**src/rtl/audio_pkg.sv**
```systemverilog
// Shared types and helpers for the audio tone sequencer.
package audio_pkg;

  // Sequencer FSM states.
  typedef enum logic [1:0] {
    IDLE    = 2'd0,
    ACCUM   = 2'd1,
    PRESENT = 2'd2
  } seq_state_t;

  // Per-sample level increment for a sawtooth of wave_rate Hz at sample_rate Hz.
  function automatic longint sawtooth_increment(input int     bit_width,
                                                input longint sample_rate,
                                                input longint wave_rate);
    return (wave_rate * (longint'(1) << bit_width)) / sample_rate;
  endfunction

endpackage

```
**src/rtl/audio_tick_divider.sv**
```systemverilog
// Free-running divider: one-cycle tick every TICK_DIV clocks.
module audio_tick_divider #(
  parameter int TICK_DIV = 256
) (
  input  logic clk_audio,
  input  logic reset_n,
  output logic tick
);

  localparam int CW = (TICK_DIV > 1) ? $clog2(TICK_DIV) : 1;

  logic [CW-1:0] count_q;
  logic [CW-1:0] count_d;

  // Tick on the terminal count, then wrap to zero.
  always_comb begin
    tick    = (count_q == CW'(TICK_DIV - 1));
    count_d = tick ? '0 : count_q + CW'(1);
  end

  // Counter register.
  always_ff @(posedge clk_audio or negedge reset_n) begin
    if (!reset_n) count_q <= '0;
    else          count_q <= count_d;
  end

endmodule

```
**src/rtl/audio_tone_sequencer.sv**
```systemverilog
// Time-multiplexed sawtooth generator: one shared adder steps each channel
// once per sample tick, then offers the sample set downstream.
//
// Handshake: sample_valid rises with a complete sample set and sample_word is
// held stable until the cycle where sample_valid && sample_ready; the set is
// consumed on that edge and sample_valid drops in the next cycle.
module audio_tone_sequencer
  import audio_pkg::*;
#(
  parameter int BIT_WIDTH = 16,
  parameter int CHANNELS  = 2,
  parameter int TICK_DIV  = 256
) (
  input  logic                                             clk_audio,
  input  logic                                             reset_n,
  input  logic                                             cfg_wr,
  input  logic [((CHANNELS > 1) ? $clog2(CHANNELS) : 1)-1:0] cfg_chan,
  input  logic [BIT_WIDTH-1:0]                             cfg_increment,
  input  logic [CHANNELS-1:0]                              cfg_enable,
  input  logic                                             overrun_clear,
  output logic                                             sample_valid,
  input  logic                                             sample_ready,
  output logic [CHANNELS*BIT_WIDTH-1:0]                    sample_word,
  output logic                                             overrun,
  output logic [1:0]                                       dbg_state
);

  localparam int CW = (CHANNELS > 1) ? $clog2(CHANNELS) : 1;

  if (TICK_DIV < CHANNELS + 2) begin : g_bad_tick_div
    $error("audio_tone_sequencer: TICK_DIV must be at least CHANNELS+2");
  end

  seq_state_t           state_q;
  logic [CW-1:0]        ch_idx_q;
  logic                 valid_q;
  logic                 overrun_q;
  logic [BIT_WIDTH-1:0] shadow_q [CHANNELS];
  logic [BIT_WIDTH-1:0] active_q [CHANNELS];
  logic [BIT_WIDTH-1:0] level_q  [CHANNELS];
  logic [BIT_WIDTH-1:0] word_q   [CHANNELS];
  logic                 tick;
  logic [BIT_WIDTH-1:0] sum_d;
  logic                 drop_d;

  audio_tick_divider #(.TICK_DIV(TICK_DIV)) u_div (
    .clk_audio (clk_audio),
    .reset_n   (reset_n),
    .tick      (tick)
  );

  // Shared adder for the channel being stepped; ticks outside IDLE are lost.
  always_comb begin
    sum_d  = level_q[ch_idx_q] + active_q[ch_idx_q];
    drop_d = tick && (state_q != IDLE);
  end

  // Shadow increments: out-of-range channel indices match no slot.
  always_ff @(posedge clk_audio or negedge reset_n) begin
    if (!reset_n) begin
      for (int i = 0; i < CHANNELS; i++) shadow_q[i] <= '0;
    end else begin
      for (int i = 0; i < CHANNELS; i++) begin
        if (cfg_wr && (cfg_chan == CW'(i))) shadow_q[i] <= cfg_increment;
      end
    end
  end

  // Sequencer FSM with its datapath registers and sticky overrun.
  always_ff @(posedge clk_audio or negedge reset_n) begin
    if (!reset_n) begin
      state_q   <= IDLE;
      ch_idx_q  <= '0;
      valid_q   <= 1'b0;
      overrun_q <= 1'b0;
      for (int i = 0; i < CHANNELS; i++) begin
        active_q[i] <= '0;
        level_q[i]  <= '0;
        word_q[i]   <= '0;
      end
    end else begin
      // A new drop outranks a simultaneous clear.
      if (drop_d)             overrun_q <= 1'b1;
      else if (overrun_clear) overrun_q <= 1'b0;

      case (state_q)
        IDLE: begin
          if (tick) begin
            for (int i = 0; i < CHANNELS; i++) active_q[i] <= shadow_q[i];
            ch_idx_q <= '0;
            state_q  <= ACCUM;
          end
        end
        ACCUM: begin
          if (cfg_enable[ch_idx_q]) begin
            level_q[ch_idx_q] <= sum_d;
            word_q[ch_idx_q]  <= sum_d;
          end else begin
            word_q[ch_idx_q]  <= '0;
          end
          if (ch_idx_q == CW'(CHANNELS - 1)) begin
            valid_q <= 1'b1;
            state_q <= PRESENT;
          end else begin
            ch_idx_q <= ch_idx_q + CW'(1);
          end
        end
        PRESENT: begin
          if (sample_ready) begin
            valid_q <= 1'b0;
            state_q <= IDLE;
          end
        end
        default: state_q <= IDLE;
      endcase
    end
  end

  for (genvar g = 0; g < CHANNELS; g++) begin : g_pack
    assign sample_word[g*BIT_WIDTH +: BIT_WIDTH] = word_q[g];
  end

  assign sample_valid = valid_q;
  assign overrun      = overrun_q;
  assign dbg_state    = state_q;

endmodule

```
**config.mk**
```make
export PLATFORM = sky130hd
export DESIGN_NAME = audio_tone_sequencer
export DESIGN_NICKNAME = d
export VERILOG_FILES = /design/src/rtl/audio_pkg.sv /design/src/rtl/audio_tick_divider.sv /design/src/rtl/audio_tone_sequencer.sv
export SDC_FILE = /design/constraint.sdc
export NUM_CORES = 1
export LEC_CHECK = 0
export CAP_MARGIN = 20
export CORE_MARGIN = 2
export CORE_UTILIZATION = 55
export DETAILED_ROUTE_END_ITERATION = 8
export GPL_ROUTABILITY_DRIVEN = 0
export PLACE_DENSITY = 0.8
export SYNTH_ARGS = -nofsm -noshare
export SYNTH_HDL_FRONTEND = slang
export SYNTH_SLANG_ARGS = --single-unit
```
**constraint.sdc**
```tcl
create_clock -name clk_audio -period 3.9 [get_ports clk_audio]
set_input_delay 0.78 -clock clk_audio [delete_from_list [all_inputs] [get_ports clk_audio]]
set_output_delay 0.78 -clock clk_audio [all_outputs]
set_load 0.05 [all_outputs]
```
Yosys cells after proc, flatten, opt, wreduce, memory -nomap -nowiden
Index checks and enable logic that the tools add are counted.
{"block": "op_classes", "mux": 26, "add_sub_neg": 3, "n_eq_ne": 6, "magnitude_cmp": 3, "bitwise": 4, "n_reduce_logical": 14}
{"operator": "16-bit two-way mux", "count": 7}
{"operator": "32-bit bitwise mux", "count": 2}
{"operator": "32-bit bitwise AND", "count": 1}
{"operator": "32-bit two-way mux", "count": 1}
{"operator": "32-bit inverter", "count": 1}
{"operator": "16-bit adder", "count": 1}
{"operator": "16-bit demux with 1-bit select", "count": 1}
{"operator": "8-bit by 1-bit adder with 8-bit output (second input constant)", "count": 1}
{"operator": "8-bit equality test (second input constant)", "count": 1}
{"operator": "1-bit two-way mux", "count": 8}
{"operator": "8-bit two-way mux", "count": 1}
{"operator": "2-bit nonzero test", "count": 4}
{"operator": "2-bit two-way mux", "count": 3}
{"operator": "2-bit inequality test (second input constant)", "count": 3}
{"operator": "2-bit one-hot mux with 3 select lines", "count": 1}
{"operator": "2-bit AND reduction", "count": 3}
{"operator": "3-bit AND reduction", "count": 2}
{"operator": "1-bit logical AND", "count": 4}
{"operator": "1-bit one-hot mux with 2 select lines", "count": 2}
{"operator": "2-bit by 1-bit equality test with 1-bit output (second input constant)", "count": 1}
{"operator": "2-bit equality test (second input constant)", "count": 1}
{"operator": "2-bit greater-or-equal comparator (second input constant)", "count": 1}
{"operator": "2-bit logical NOT", "count": 1}
{"operator": "1-bit by 2-bit < comparator with 1-bit output (second input constant)", "count": 1}
{"operator": "other kinds (4)", "count": 4}
{"block": "totals", "ff_bits": 141}

Longest topological paths before layout
{"block": "logic_depth", "depth_word": 8, "ltp_mapped": 11}

Cells and area by module
Synthesis repeated with hierarchy kept, for this count alone.
{"block": "hier_totals", "cells_unflattened": 559, "hier_area_um2": 6241.0}
{"module": "audio_tone_sequencer", "n_inst": 1, "area_per_inst_um2": 5898.2, "cells_each": 530, "seq_area_each_um2": 3328.2}
{"module": "audio_tick_divider", "n_inst": 1, "area_per_inst_um2": 342.8, "cells_each": 29, "seq_area_each_um2": 200.2}

Least setup slack after synthesis
No wires, ideal clock.
{"block": "synth_timing", "kind": "register to register", "start": "reg ch_idx_q", "end": "reg word_q, in the netlist sample_word[31]", "setup_ns": 0.071, "arrival_time_ns": 2.829, "period_less_slack_ns": 2.900, "path_slack_ns": 1.000, "path_stages_with_launch": 11, "required_time_ns": 3.829, "path_cell_list": "dfrtp_1 buf_2 buf_1 mux2_2 ha_1 a21oi_1 o21ai_1 a31o_1 clkbuf_1 or4_1 nand4_1"}
{"block": "synth_between", "elab_chain_cells": 8, "word_cells_on_any_way": 19, "classes_between": "1 x add/sub; 2 x order compare; 12 x mux; 3 x bitwise; 1 x reduce/logical"}
{"element": "start: declaration", "line": "audio_tone_sequencer.sv:35", "rtl": "logic [CW-1:0] ch_idx_q;"}
{"element": "start signal: assignment", "line": "audio_tone_sequencer.sv:105", "rtl": "ch_idx_q <= ch_idx_q + CW'(1);"}
{"element": "branches (longest 7 deep; another with 16-bit adder)"}
{"element": "32-bit two-way mux *", "line": "audio_tone_sequencer.sv:95", "rtl": "if (cfg_enable[ch_idx_q]) begin"}
{"element": "end signal: indexed assignment", "line": "audio_tone_sequencer.sv:97", "rtl": "word_q[ch_idx_q] <= sum_d;"}
{"element": "end: declaration", "line": "audio_tone_sequencer.sv:41", "rtl": "logic [BIT_WIDTH-1:0] word_q [CHANNELS];"}
Every way passes the cells marked *. The select of a mux whose other input is x is not followed.
A chain may end at the register's enable or synchronous reset.

Final worst setup path
{"block": "layout_timing", "start": "reg ch_idx_q", "end": "reg level_q[14] (netlist name)"}
{"block": "layout_between", "elab_chain_cells": 6, "word_cells_on_any_way": 17, "classes_between": "1 x add/sub; 2 x order compare; 11 x mux; 1 x bitwise; 2 x reduce/logical"}
{"element": "1-bit inverter with 2-bit output (implied by the code)", "line": "audio_tone_sequencer.sv:54, audio_tone_sequencer.sv:96"}
{"element": "16-bit two-way mux (implied by the code) (tied with other cells)", "line": "audio_tone_sequencer.sv:54", "rtl": "sum_d = level_q[ch_idx_q] + active_q[ch_idx_q];"}
{"element": "16-bit two-way mux (implied by the code) / 1-bit logical AND (equally long branches)", "line": "audio_tone_sequencer.sv:54, audio_tone_sequencer.sv:96"}
{"element": "16-bit two-way mux, on equally long branches", "line": "audio_tone_sequencer.sv:54, audio_tone_sequencer.sv:96"}
{"element": "16-bit adder / 16-bit demux with 1-bit select (equally long branches)", "line": "audio_tone_sequencer.sv:54, audio_tone_sequencer.sv:96"}
{"element": "32-bit bitwise mux", "line": "audio_tone_sequencer.sv:96", "rtl": "level_q[ch_idx_q] <= sum_d;"}
{"element": "end signal: indexed assignment", "line": "audio_tone_sequencer.sv:96"}
{"element": "end: declaration", "line": "audio_tone_sequencer.sv:40", "rtl": "logic [BIT_WIDTH-1:0] level_q [CHANNELS];"}
Parallel ways exist; a longest one is shown, timed or not. The select of a mux whose other input is x is not followed.

==> results.md <==
* Final min period at between 3 and 4 ns
* RSZ-0062 raised after global routing: no
* Status: complete, no violations
* Remaining antenna violation count at 0
* CP Class: reg2reg
* Mapped Area at about 0.0066 mm^2
* Worst path bufs/invs at 1
* CTS root buf: clkbuf_16
* DIE WIDTH at 113 um
* Synth cell types at 50
* WP data arrival at 3.67 ns
* Most frequent cells in the layout: 141 x dfrtp_1, 109 x nand2_1, 93 x mux2_2
* Max-slew headroom at 46.5%
* Yosys reg bits at 141
* DR iter-0 viols at 247
* Crit Path Max Fanout at 13
* Worst hold path type: in2async
* Hold Buf Count CTS at 0
* Share of post-route cells with drive strength above 1 at 21.7%
* CTS Buffer Depth at 2
* CP required at roughly 4.2 ns
* First-pass GRT wire length at 24100 um
* Crit-path leading delay family: compound AO/OA/AOI/OAI gates
* Post-Route WL at 14400 um
* Area grow syn2layout at 19.3%
* Worst VDD drop at 0.308 mV
* Max Freq at about 300 MHz
* # IOs at 60
* Leakage at between 0.003 and 0.004 uW
* Clock Pin Slew Worst Setup and Hold Paths at 0.06 ns
* Total CTS buffers at 17
* TNS Setup at 0 ns
* Post-synthesis sequential area ratio at between 50% and 60%
* Comb pwr share at 4.1%
* H-tree level count at 4
* Worst R2R Setup Slack at 0.51 ns
* Slowest stage delay, CP at 0.68 ns
* Pint at about 2500 uW
* Placed cell area at just over 0.007 mm^2
* WL per Instance at 18.2 um
* Fin crit share at 86.9%
* Crit-path cells: buf_4 -> mux2_2 -> ha_1 -> a21o_1 -> a221oi_2 -> o31a_1 -> mux2i_1 -> nand3_1
* Crit end category: flop
* Slew at the pin closest to its max-slew limit at 0.801 ns
* Final Hold Vio Count at 0
* Cells after DPL at 763
* Die area at 0.0128 mm^2
* Sequential Power Share at 49.7%
* Site Rows at 39
* Synth async-reset ratio at 100%
* CP startpoint kind: flop
* Max-cap violation count at 0
* Post-Synthesis Cells at 583
* Stages on worst setup path at 8
* Post-Syn Nets at 624
* Post-CTS setup buffers at 0
* Final clock skew at 0.00804 ns
* Ant. Diodes at 0
* Number of clock sinks at 141
* # nets final at 681
* Finished Cell Area at 0.00783 mm^2
* Number of global-route vias before repair at 4837
* GRT Util Overall at between 20% and 30%
* Worst skew pair latency at 0.42 ns
* Largest net degree at the start of global routing at 115
* Hpwl dp at 9650 um
* Post-Synthesis Mean Instance Area at 11.3 um^2
* Starting density of the core at a little under three fifths
* Post-layout util at 68.0%
* DRC Markers at 0
* Vias at 4663
* Setup-failing EPs final at 0
* NetSw at 657 uW
* Worst r2r path cells at 8
* Resize count post-CTS at 0
* Slew Viols, Final at 0
* Pwr dens at 397 mW/mm^2
* CTS tree: built
* Initial antenna violation count at 0
* Slowest CP cell: dfrtp_1
* Synth warn at 0
* First-pass DRT Iterations at 5
* Clock power frac at 46.2%
* EDFF count, synth at 0
* Vias/cell at 5.87
* Final Non-Filler Cells at 794
* Switching share of total power at 21.1%
* Core footprint at ~0.012 mm^2
* Total grt overflow at 0
* Die extent in y at 113 um
* Commonest non-fill, non-tap cell in the layout: dfrtp_1
* Synth Flop Type: dfrtp_1
* Buffers on Ports at 59
flip-flops by register name, summed over array words and instances (netlist names):
name	count
sample_word	32
level_q	32
dbg_state	2
active_q	32
sample_valid	1
shadow_q	32
overrun	1
ch_idx_q	1
u_div.count_q	8
kinds of logic (layout without fill, tap and decap cells):
group,Yosys count,in the layout,synth area share (%)
flops,141,141,53.7
fa+ha+maj,17,17,3.35
compound gates,92,92,8.97
mux,99,99,16.9
buf+inv,38,106,2.59
xor+xnor,14,14,1.87
simple gates,182,182,12.6
cell usage after synthesis, types with 2 or more instances:
library cell    n  area (um^2)
a21o_1         13         97.6
or4_1           4         30.0
xor2_1          6         52.6
mux2_2         93         1050
ha_1           16          200
a211oi_1        3         22.5
buf_1           5         18.8
a21oi_1        14         70.1
mux2_1          2         22.5
and3_1          4         25.0
o21a_1          2         15.0
nand4_1        10         62.6
xnor2_1         8         70.1
clkbuf_1       17         63.8
mux2i_1         4         40.0
a22o_1          4         35.0
buf_4           3         22.5
o211ai_1       13         97.6
nor2_1         18         67.6
nand2b_1        2         12.5
buf_2           6         30.0
nor3b_1         2         15.0
o21ai_0        33          165
inv_1           5         18.8
nand2_1       109          409
or2_2           2         12.5
nor3_1         10         50.1
nand3_1        10         50.1
dfrtp_1       141         3530
and2_1          2         12.5
nor2b_1         3         18.8
layout make-up:
| type | count | area [um^2] |
|---|---|---|
| Fill cell | 836 | 3680 |
| Multi-Input combinational cell | 404 | 2880 |
| Inverter | 5 | 18.8 |
| Clock buffer | 23 | 488 |
| Tap cell | 143 | 179 |
| Clock inverter | 7 | 40.0 |
| Timing Repair Buffer | 71 | 702 |
| Sequential cell | 141 | 3530 |
routing by layer:
layer  vias to the layer above  global-route usage [%]  wire [um]
met3                        22                    7.02        813
met5                         -                       0          0
met2                       143                    38.3       7070
li1                       2169                       -          -
met4                         0                    10.3        257
met1                      2329                    32.1       6280
path summary, 6_finish.rpt:
path,endpoint,startpoint
max reg2reg,level_q[14],ch_idx_q
max,level_q[14],ch_idx_q
min,active_q[28],reset_n
min reg2reg,level_q[1],level_q[1]
max in group asynchronous,active_q[6],reset_n
min in group clk_audio,level_q[1],level_q[1]
metrics by stage:
step	total power, uW	hold slack [ns]	worst slack (ns)
final	3110	0.296	0.512
after global routing	3220	0.323	0.349
after CTS	3130	0.477	0.571
after detailed placement	1700	0.463	0.587
after global placement	1690	0.455	0.787
after floorplan	1620	0.440	1.00
power groups by stage:
stage               Combinational, uW  Clock [uW]  Sequential, uW
floorplan                        57.9           0            1560
global placement                  119           0            1570
detailed placement                127           0            1570
CTS                               128        1450            1550
global route                      142        1530            1550
finish                            127        1430            1550
worst reg2reg max path: stages (launching register included):
cell and delay (ns):
dfrtp_1 0.68, buf_4 0.33, mux2_2 0.36, ha_1 0.37
a21o_1 0.19, a221oi_2 0.36, o31a_1 0.50, mux2i_1 0.34
nand3_1 0.12
Note: power is estimated with default switching activity, not from simulation.
